<file path="src/rtl/tt_sweep_pkg.sv">
// Shared types and constants for the truth-table sweep driver.
package tt_sweep_pkg;

    localparam int NUM_VECTORS = 16;
    localparam int VEC_W       = 4;

    typedef enum logic [1:0] {
        IDLE = 2'd0,
        HOLD = 2'd1,
        DONE = 2'd2
    } state_t;

endpackage

</file>
<file path="src/rtl/tt_sweep_driver_if.sv">
// Stimulus/response bundle between the sweep driver and the unit under test.
interface tt_sweep_driver_if;
    import tt_sweep_pkg::*;

    logic                   start;
    logic                   a;
    logic                   b;
    logic                   c;
    logic                   d;
    logic                   y;
    logic                   busy;
    logic                   done;
    logic [NUM_VECTORS-1:0] table_out;
    logic                   pass;
    logic [VEC_W-1:0]       vec_idx;

    // The sweep driver itself.
    modport master (
        input  start, y,
        output a, b, c, d, busy, done, table_out, pass, vec_idx
    );

    // Controller / unit-under-test side.
    modport slave (
        output start, y,
        input  a, b, c, d, busy, done, table_out, pass, vec_idx
    );
endinterface

</file>
<file path="src/rtl/tt_sweep_driver_settle_counter.sv">
// Per-vector settle timer: flags the final cycle of each hold window.
module settle_counter #(
    parameter int unsigned HOLD_CYCLES = 4
) (
    input  logic clk,
    input  logic rst,
    input  logic clear,
    input  logic en,
    output logic last
);
    localparam int CW_RAW = $clog2(HOLD_CYCLES + 1);
    localparam int CW     = (CW_RAW < 1) ? 1 : CW_RAW;
    localparam logic [CW-1:0] LAST_CNT = CW'(HOLD_CYCLES - 1);

    logic [CW-1:0] cnt;

    // The counter wraps by itself at the end of a window, so the top only
    // needs to clear it when a new sweep is accepted.
    assign last = en && (cnt == LAST_CNT);

    // Count hold cycles while enabled.
    always_ff @(posedge clk) begin
        if (rst || clear) begin
            cnt <= '0;
        end else if (en) begin
            cnt <= last ? '0 : cnt + CW'(1);
        end
    end
endmodule

</file>
<file path="src/rtl/tt_sweep_driver.sv">
// Exhaustive 4-input sweep: drives vectors 0..15, captures y per vector
// into a truth table and compares it to a golden table.
module tt_sweep_driver
    import tt_sweep_pkg::*;
#(
    parameter int unsigned          HOLD_CYCLES = 4,
    parameter logic [NUM_VECTORS-1:0] EXPECTED  = 16'h0000
) (
    input  logic               clk,
    input  logic               rst,
    tt_sweep_driver_if.master  bus
);
    state_t                 state;
    logic [VEC_W-1:0]       vec_idx;
    logic [NUM_VECTORS-1:0] tbl;
    logic                   busy_q;
    logic                   done_q;
    logic                   accept;
    logic                   last;

    // start is only honoured when no sweep is running.
    assign accept = bus.start && (state == IDLE || state == DONE);

    settle_counter #(.HOLD_CYCLES(HOLD_CYCLES)) u_settle (
        .clk   (clk),
        .rst   (rst),
        .clear (accept),
        .en    (state == HOLD),
        .last  (last)
    );

    // Sweep FSM with index, capture register and status flags.
    always_ff @(posedge clk) begin
        if (rst) begin
            state   <= IDLE;
            vec_idx <= '0;
            tbl     <= '0;
            busy_q  <= 1'b0;
            done_q  <= 1'b0;
        end else begin
            case (state)
                IDLE, DONE: begin
                    if (bus.start) begin
                        state   <= HOLD;
                        vec_idx <= '0;
                        tbl     <= '0;
                        busy_q  <= 1'b1;
                        done_q  <= 1'b0;
                    end
                end
                HOLD: begin
                    if (last) begin
                        tbl[vec_idx] <= bus.y;
                        // Index parks at 15 in DONE; only a new start rewinds it.
                        if (vec_idx == VEC_W'(NUM_VECTORS - 1)) begin
                            state  <= DONE;
                            busy_q <= 1'b0;
                            done_q <= 1'b1;
                        end else begin
                            vec_idx <= vec_idx + VEC_W'(1);
                        end
                    end
                end
                default: begin
                    state  <= IDLE;
                    busy_q <= 1'b0;
                    done_q <= 1'b0;
                end
            endcase
        end
    end

    assign {bus.a, bus.b, bus.c, bus.d} = vec_idx;
    assign bus.vec_idx   = vec_idx;
    assign bus.table_out = tbl;
    assign bus.busy      = busy_q;
    assign bus.done      = done_q;
    // Combinational so it is valid in the same cycle done rises.
    assign bus.pass      = done_q && (tbl == EXPECTED);
endmodule
</file>
<file path="src/flat_wrapper.sv">
// flat-port wrapper written by rule: the top's interface ports become plain ports
module tt_sweep_driver_flat import tt_sweep_pkg::*;
#(
    parameter int unsigned          HOLD_CYCLES = 4,
    parameter logic [NUM_VECTORS-1:0] EXPECTED  = 16'h0000
)
  (clk, rst, bus_start, bus_y, bus_a, bus_b, bus_c, bus_d, bus_busy, bus_done, bus_table_out, bus_pass, bus_vec_idx);
  tt_sweep_driver_if bus_i ();
  input  logic clk;
  input  logic rst;
  input wire logic [$bits(bus_i.start)-1:0] bus_start;
  input wire logic [$bits(bus_i.y)-1:0] bus_y;
  output wire logic [$bits(bus_i.a)-1:0] bus_a;
  output wire logic [$bits(bus_i.b)-1:0] bus_b;
  output wire logic [$bits(bus_i.c)-1:0] bus_c;
  output wire logic [$bits(bus_i.d)-1:0] bus_d;
  output wire logic [$bits(bus_i.busy)-1:0] bus_busy;
  output wire logic [$bits(bus_i.done)-1:0] bus_done;
  output wire logic [$bits(bus_i.table_out)-1:0] bus_table_out;
  output wire logic [$bits(bus_i.pass)-1:0] bus_pass;
  output wire logic [$bits(bus_i.vec_idx)-1:0] bus_vec_idx;
  assign bus_i.start = bus_start;
  assign bus_i.y = bus_y;
  assign bus_a = bus_i.a;
  assign bus_b = bus_i.b;
  assign bus_c = bus_i.c;
  assign bus_d = bus_i.d;
  assign bus_busy = bus_i.busy;
  assign bus_done = bus_i.done;
  assign bus_table_out = bus_i.table_out;
  assign bus_pass = bus_i.pass;
  assign bus_vec_idx = bus_i.vec_idx;
  tt_sweep_driver #(.HOLD_CYCLES(HOLD_CYCLES), .EXPECTED(EXPECTED)) u_core (.clk(clk), .rst(rst), .bus(bus_i));
endmodule
</file>
<file path="config.mk">
export PLATFORM = sky130hd
export DESIGN_NAME = tt_sweep_driver_flat
export DESIGN_NICKNAME = d
export VERILOG_FILES = /design/src/rtl/tt_sweep_pkg.sv /design/src/rtl/tt_sweep_driver_if.sv /design/src/rtl/tt_sweep_driver_settle_counter.sv /design/src/rtl/tt_sweep_driver.sv /design/src/flat_wrapper.sv
export SDC_FILE = /design/constraint.sdc
export NUM_CORES = 1
export LEC_CHECK = 0
export ABC_AREA = 1
export BUFFER_PORTS_ARGS = -buffer_cell sky130_fd_sc_hd__buf_2
export CAP_MARGIN = 20
export CORE_ASPECT_RATIO = 1.4
export CORE_UTILIZATION = 48
export DETAILED_ROUTE_END_ITERATION = 16
export GPL_ROUTABILITY_DRIVEN = 0
export GPL_TIMING_DRIVEN = 0
export PLACE_DENSITY = 0.74
export SYNTH_ARGS = -nofsm -noshare
export SYNTH_HDL_FRONTEND = slang
export SYNTH_SLANG_ARGS = --single-unit
</file>
<file path="constraint.sdc">
create_clock -name clk -period 1.4 [get_ports clk]
set_clock_uncertainty 0.15 [all_clocks]
set_input_delay 0.28 -clock clk [delete_from_list [all_inputs] [get_ports clk]]
set_output_delay 0.28 -clock clk [all_outputs]
set_load 0.01 [all_outputs]
</file>
==> flow_metrics.tcl, run 1 <==
set metrics [dict create \
    grt_pass1_vias 1490 \
    max_clock_freq_ghz 0.599 \
    clkTransAtPathRegs_ns 0.09 \
    synth_area_um2 1480 \
    top_usage_layer "met2" \
    place_hpwl_mm 2.48 \
    cp.required_ns 1.44 \
    crit_path_max_incr_delay_ns 0.35 \
    ys_ff_latch 26 \
    finalSetupTns_ns -5.46 \
    syn_avg_cell_area_um2 6.47 \
    critPathSlowestCell "dfxtp_4" \
    path_buf_inv 4 \
    place_area_um2 1690 \
    synthArstFlopShare_pct 0 \
    netlist_instances 229 \
    setup_viol 27 \
    synth.top_cell.area_share_pct 35.1 \
    drt_iter0_drc 68 \
    maxSlewHeadroom_pct 55.0 \
    regToRegSetupSlack_ns -0.27 \
    cts_tree "yes" \
    clock-sinks 26 \
    io_pins 31 \
    num_vias 1726 \
    cp_top_family "simple AND/OR/NAND/NOR gates" \
    htreeDepth 1 \
    hold_class "input pin to register" \
    finalCritPeriodShare_pct 119 \
    cp-end-kind "register" \
    antenna_left 0 \
    ir_worst_vdd_mv 0.576 \
    grt_first_pass_wirelength_mm 6.58 \
    synth-edff-count 0 \
    grt_max_degree 15 \
    drc 0 \
    finalHoldViolations 0 \
    grt_use_met2_pct 47.7 \
    powerDensity_nw_per_um2 752 \
    cts.path.max_buffers 2 \
    crit_chain "buf_4, buf_6, nor2_4, buf_4, buf_6, nand2_2, nand2_4, nand2_1, nand2_1, nor2_1" \
    stdcell_area_um2 2250 \
    post_drt_wl_per_cell_um 14.1 \
    max_cap_viol_count 0 \
    fin_crit_ns 1.67 \
    syn_to_final_growth_pct 51.5 \
    critPathKind "register to register" \
    rsz0062_at_grt "true" \
    core_area_um2 2910 \
    synth.distinct_cells 22 \
    drive_gt1_share_pct 49.3 \
    die_area_um2 3320 \
    cts_hold_buf 0 \
    wirelength_mm 4.56 \
    slew_viol_final 0 \
    antenna_found_initial 0 \
    status "complete, but fails checks" \
    ys_warn_count 0 \
    initial_core_util_pct 51.0 \
    utilization_pct 77.3 \
    cts_root_buf "clkbuf_8" \
    clk_latency_ns 0.28 \
    power_leakage_nw 1.08 \
    worst_slew_pin_slew_ns 0.675 \
    via_per_inst 5.34 \
    grt.total_usage_pct 26.5 \
    first_pass_iters 4 \
    crit_arrival_ns 1.71 \
    synth_area_leader_cell "dfxtp_1" \
    cp_max_fo 6 \
    fin_nets 296 \
    syn_nets 238 \
    die_h_um 67.8 \
    cts_buffers 3 \
    cp-start-kind "register" \
    violations "negative setup slack" \
    antenna_cells 0 \
    finalWorstSetupSlack_ns -0.268 \
    rows 23 \
    globalRouteMet1Util_pct 28.8 \
    yosys_most_used_dff "dfxtp_1" \
    grt_use_met3_pct 3.38 \
    seq_area_frac_synth_pct 35.1 \
    whs_ns 0.231 \
    port_buffers 30 \
    die_w_um 49.0 \
    grt_overflow 0 \
    synthTopCellsByArea "dfxtp_1, nand2_1, nand3_1, a21oi_1, inv_1" \
]
==> through the flow <==
stage          std cells  total power, W  worst slack [ns]
2_1_floorplan        229        0.000969          -0.00519
3_3_place_gp         296         0.00103            -0.207
3_5_place_dp         296         0.00103            -0.212
4_1_cts              315         0.00159            -0.282
5_1_grt              323         0.00176            -0.381
6_report             323         0.00169            -0.268
==> Yosys cell counts (3+ instances only) <==
library cell and count:
inv_1 26, nor2_1 14, ha_1 5, buf_4 6
nand3_1 33, dfxtp_1 26, nand2_1 71, buf_2 4
nor3_1 3, a21oi_1 22, o21ai_0 3
==> logic make-up (layout without fill, tap and decap cells) <==
group	after synthesis	in the layout	share of synthesized area, %
buf+inv	42	98	13.5
fa+ha+maj	5	5	4.22
flops	26	26	35.1
compound gates	27	27	9.45
simple gates	129	130	37.7
==> registers in the layout, summed over array words and instances (netlist names) <==
| register | flops |
|---|---|
| u_core.bus.busy | 1 |
| u_core.bus.vec_idx | 4 |
| u_core.state | 1 |
| u_core.bus.done | 1 |
| u_core.u_settle.cnt | 3 |
| u_core.bus.table_out | 16 |
==> worst reg2reg max path, delay by kind of cell (launching register included) <==
kind                   cells  cell delay (ns)
and+or+nand+nor            6             0.57
buffers and inverters      4             0.51
DFF                        1             0.35
==> power breakdown <==
group / internal, W / switching, W / total, W
logic: 0.000178 / 0.000244 / 0.000421
clock network: 0.000252 / 0.000250 / 0.000502
registers: 0.000750 / 0.0000149 / 0.000765
total: 0.00118 / 0.000509 / 0.00169
==> layout make-up <==
class / instances / area [µm²]
well taps: 37 / 46.3
flip-flops and latches: 26 / 536
clock buffers: 4 / 55.1
inverters: 28 / 105
multi-input cells: 162 / 1020
fillers: 217 / 661
plain buffers: 14 / 124
repair buffers: 52 / 359
==> per-layer routing <==
metal,up-vias,part of all wire [%]
li1,839,-
met1,786,37
met2,83,54
met3,18,5.4
met4,0,3.8
met5,-,0
==> final timing paths <==
| kind | cells after the start | startpoint | to |
|---|---|---|---|
| min | 4 | rst | u_core.state[0] |
| min reg2reg | 2 | u_core.bus.busy | u_core.bus.busy |
| max | 10 | u_core.bus.done | u_core.bus.vec_idx[3] |
| max reg2reg | 10 | u_core.bus.done | u_core.bus.vec_idx[3] |
==> what timing repair did <==
item / in CTS / in global routing
pin swaps: 12 / 17
endpoints found under the setup margin: 23 / 24
buffers inserted: 11 / 7
gates cloned: 4 / 1
gates resized for setup: 33 / 64
==> placed cells by master, fill, tap and decap left out <==
master and count:
nand2_1 42, buf_2 29, inv_1 25, nand2_2 25, nand3_1 23, dfxtp_1 20
buf_4 18, buf_6 16, a21oi_1 13, nor2_1 12, nand3_2 10, a21oi_2 9
nand2_4 6, clkbuf_8 4, inv_2 3, nor2_4 3, o21ai_0 3, ha_2 3
dfxtp_4 3, dfxtp_2 3, or2_2 2, nor3_2 2, clkbuf_1 2, a211oi_1 2
ha_4 2, nor3_1 1, and2_0 1, nand2_8 1, nand4_1 1, nor2_2 1
buf_8 1
No activity file was read; power rests on OpenSTA's default activity.
==> run 2, diff against run 1 <==
--- a/config.mk
+++ b/config.mk
@@ -6,7 +6,7 @@
 export NUM_CORES = 1
 export LEC_CHECK = 0
 export ABC_AREA = 1
-export BUFFER_PORTS_ARGS = -buffer_cell sky130_fd_sc_hd__buf_2
+export BUFFER_PORTS_ARGS = -buffer_cell sky130_fd_sc_hd__clkbuf_2
 export CAP_MARGIN = 20
 export CORE_ASPECT_RATIO = 1.4
 export CORE_UTILIZATION = 48
==> run 2 against run 1 <==
The flow still finishes with violations (negative setup slack). Sequential power about the same. Critical path depth is 6 lower. Utilization grew 3.3 points. Routed wire length increased by 12%. Critical path type is now register to primary output. Hold slack worse by 0.012 ns. Largest cell class unchanged. Non-clock buffer count shrank 4. First-iteration DRC count up 41%. Register-to-register slack improved by 0.14 ns. Via count increased by 4.3%. Combinational power is 11% higher.
==> flow_metrics.tcl, run 2 (synthesized netlist as in run 1, its figures left out) <==
set metrics [dict create \
    setup_viol 21 \
    finalCritPeriodShare_pct 120 \
    grt_use_met3_pct 2.93 \
    cts_hold_buf 0 \
    dp.cells 296 \
    drive_gt1_share_pct 53.9 \
    htreeDepth 1 \
    drc 0 \
    post_drt_wl_per_cell_um 16.0 \
    crit_path_max_incr_delay_ns 0.34 \
    ir_worst_vdd_mv 0.623 \
    max_cap_viol_count 0 \
    rsz0062_at_grt "true" \
    cp-start-kind "register" \
    initial_core_util_pct 51.0 \
    critPathSlowestCell "dfxtp_1" \
    worst_slew_pin_slew_ns 0.707 \
    cts_buffers 3 \
    utilization_pct 80.6 \
    grt_overflow 0 \
    syn_to_final_growth_pct 58.0 \
    max_clock_freq_ghz 0.594 \
    cp-end-kind "primary output" \
    cts_tree "yes" \
    slew_viol_final 0 \
    grt_use_met2_pct 46.5 \
    clock-sinks 26 \
    power.total_w 0.00186 \
    cts_root_buf "clkbuf_8" \
    port_buffers 30 \
    clkTransAtPathRegs_ns 0.09 \
    grt_pass1_vias 1474 \
    globalRouteMet1Util_pct 28.2 \
    most-common-layout-cells "nand2_1, nand2_2, clkbuf_2" \
    whs_ns 0.219 \
    die_area_um2 3320 \
    crit_chain "nor3_1, nand3_2, nor3_2, buf_2" \
    wirelength_mm 5.12 \
    power_leakage_nw 1.05 \
    final_cells 319 \
    grt.total_usage_pct 25.3 \
    fin_nets 292 \
    rr_worst_depth 6 \
    io_pins 31 \
    place_hpwl_mm 2.54 \
    critPathKind "register to primary output" \
    grt_max_degree 16 \
    rows 23 \
    violations "negative setup slack" \
    finalHoldViolations 0 \
    clk_latency_ns 0.27 \
    status "complete, but fails checks" \
    top_usage_layer "met2" \
    layout_commonest_cell "nand2_1" \
    num_vias 1800 \
    cp_max_fo 3 \
    antenna_found_initial 0 \
    fill_cells 195 \
    fin_crit_ns 1.68 \
    antenna_cells 0 \
    grt_first_pass_wirelength_mm 6.40 \
    cts.path.max_buffers 2 \
    first_pass_iters 7 \
    die_h_um 67.8 \
    finalWorstSetupSlack_ns -0.283 \
    crit_arrival_ns 1.25 \
    largest_reg_flops 16 \
    maxSlewHeadroom_pct 52.9 \
    via_per_inst 5.64 \
    antenna_left 0 \
    die_w_um 49.0 \
    cp.required_ns 0.97 \
    drt_iter0_drc 96 \
    min_delay_path_depth 4 \
    core_area_um2 2910 \
    hold_class "input pin to register" \
    place_ws_ns -0.269 \
    powerDensity_nw_per_um2 795 \
]
[run 2: area by class of cell]
type,instances,area (µm²),share of cell area [%]
buffer,14,131,5.61
multi-input combinational,162,1110,47.3
clock buffer,3,41.3,1.76
inverter,28,111,4.75
tap,37,46.3,1.98
timing repair buffer,48,337,14.4
sequential,26,537,22.9
clock inverter,1,30.0,1.28
[run 2: layer usage]
| layer | routed length (µm) | share of wire, % | vias up |
|---|---|---|---|
| met5 | 0 | 0 | - |
| met4 | 154 | 3.0 | 0 |
| met3 | 306 | 6.0 | 24 |
| met2 | 2650 | 52 | 105 |
| met1 | 2000 | 39 | 839 |
| li1 | - | - | 832 |
[run 2: worst paths after layout]
| check | endpoint | start | slack [ns] |
|---|---|---|---|
| hold reg to reg | u_core.bus.busy | u_core.bus.busy | 0.32 |
| setup reg to reg | u_core.bus.table_out[0] | u_core.bus.vec_idx[2] | -0.13 |
| setup / recovery | bus_pass | u_core.bus.table_out[15] | -0.28 |
| hold / removal | u_core.bus.vec_idx[3] | rst | 0.22 |
[run 2: through the flow]
step	TNS, ns	instance area (µm²)
floorplan	-0.0411	1500
global placement	-2.50	1690
detailed placement	-2.60	1690
CTS	-0.543	1950
global route	-3.53	2340
finish	-2.44	2340
[run 2: critical path, delay by kind of cell (launching register included)]
| kind | cells | cell delay, ns |
|---|---|---|
| AND/OR/NAND/NOR | 3 | 0.49 |
| flip-flops | 1 | 0.34 |
| buffers and inverters | 1 | 0.15 |
[run 2: report_power, final]
part / leakage, nW / internal, W / switching [W]
Clock: 0.0357 / 0.000383 / 0.000247
Sequential: 0.215 / 0.000751 / 0.0000152
Combinational: 0.801 / 0.000194 / 0.000274
[run 2: what timing repair did]
| action | in CTS | in global routing |
|---|---|---|
| pin swaps | 9 | 34 |
| gates cloned | 4 | 1 |
| setup buffers | 7 | 8 |
| gates resized for setup | 33 | 93 |
| setup endpoints to repair | 23 | 24 |
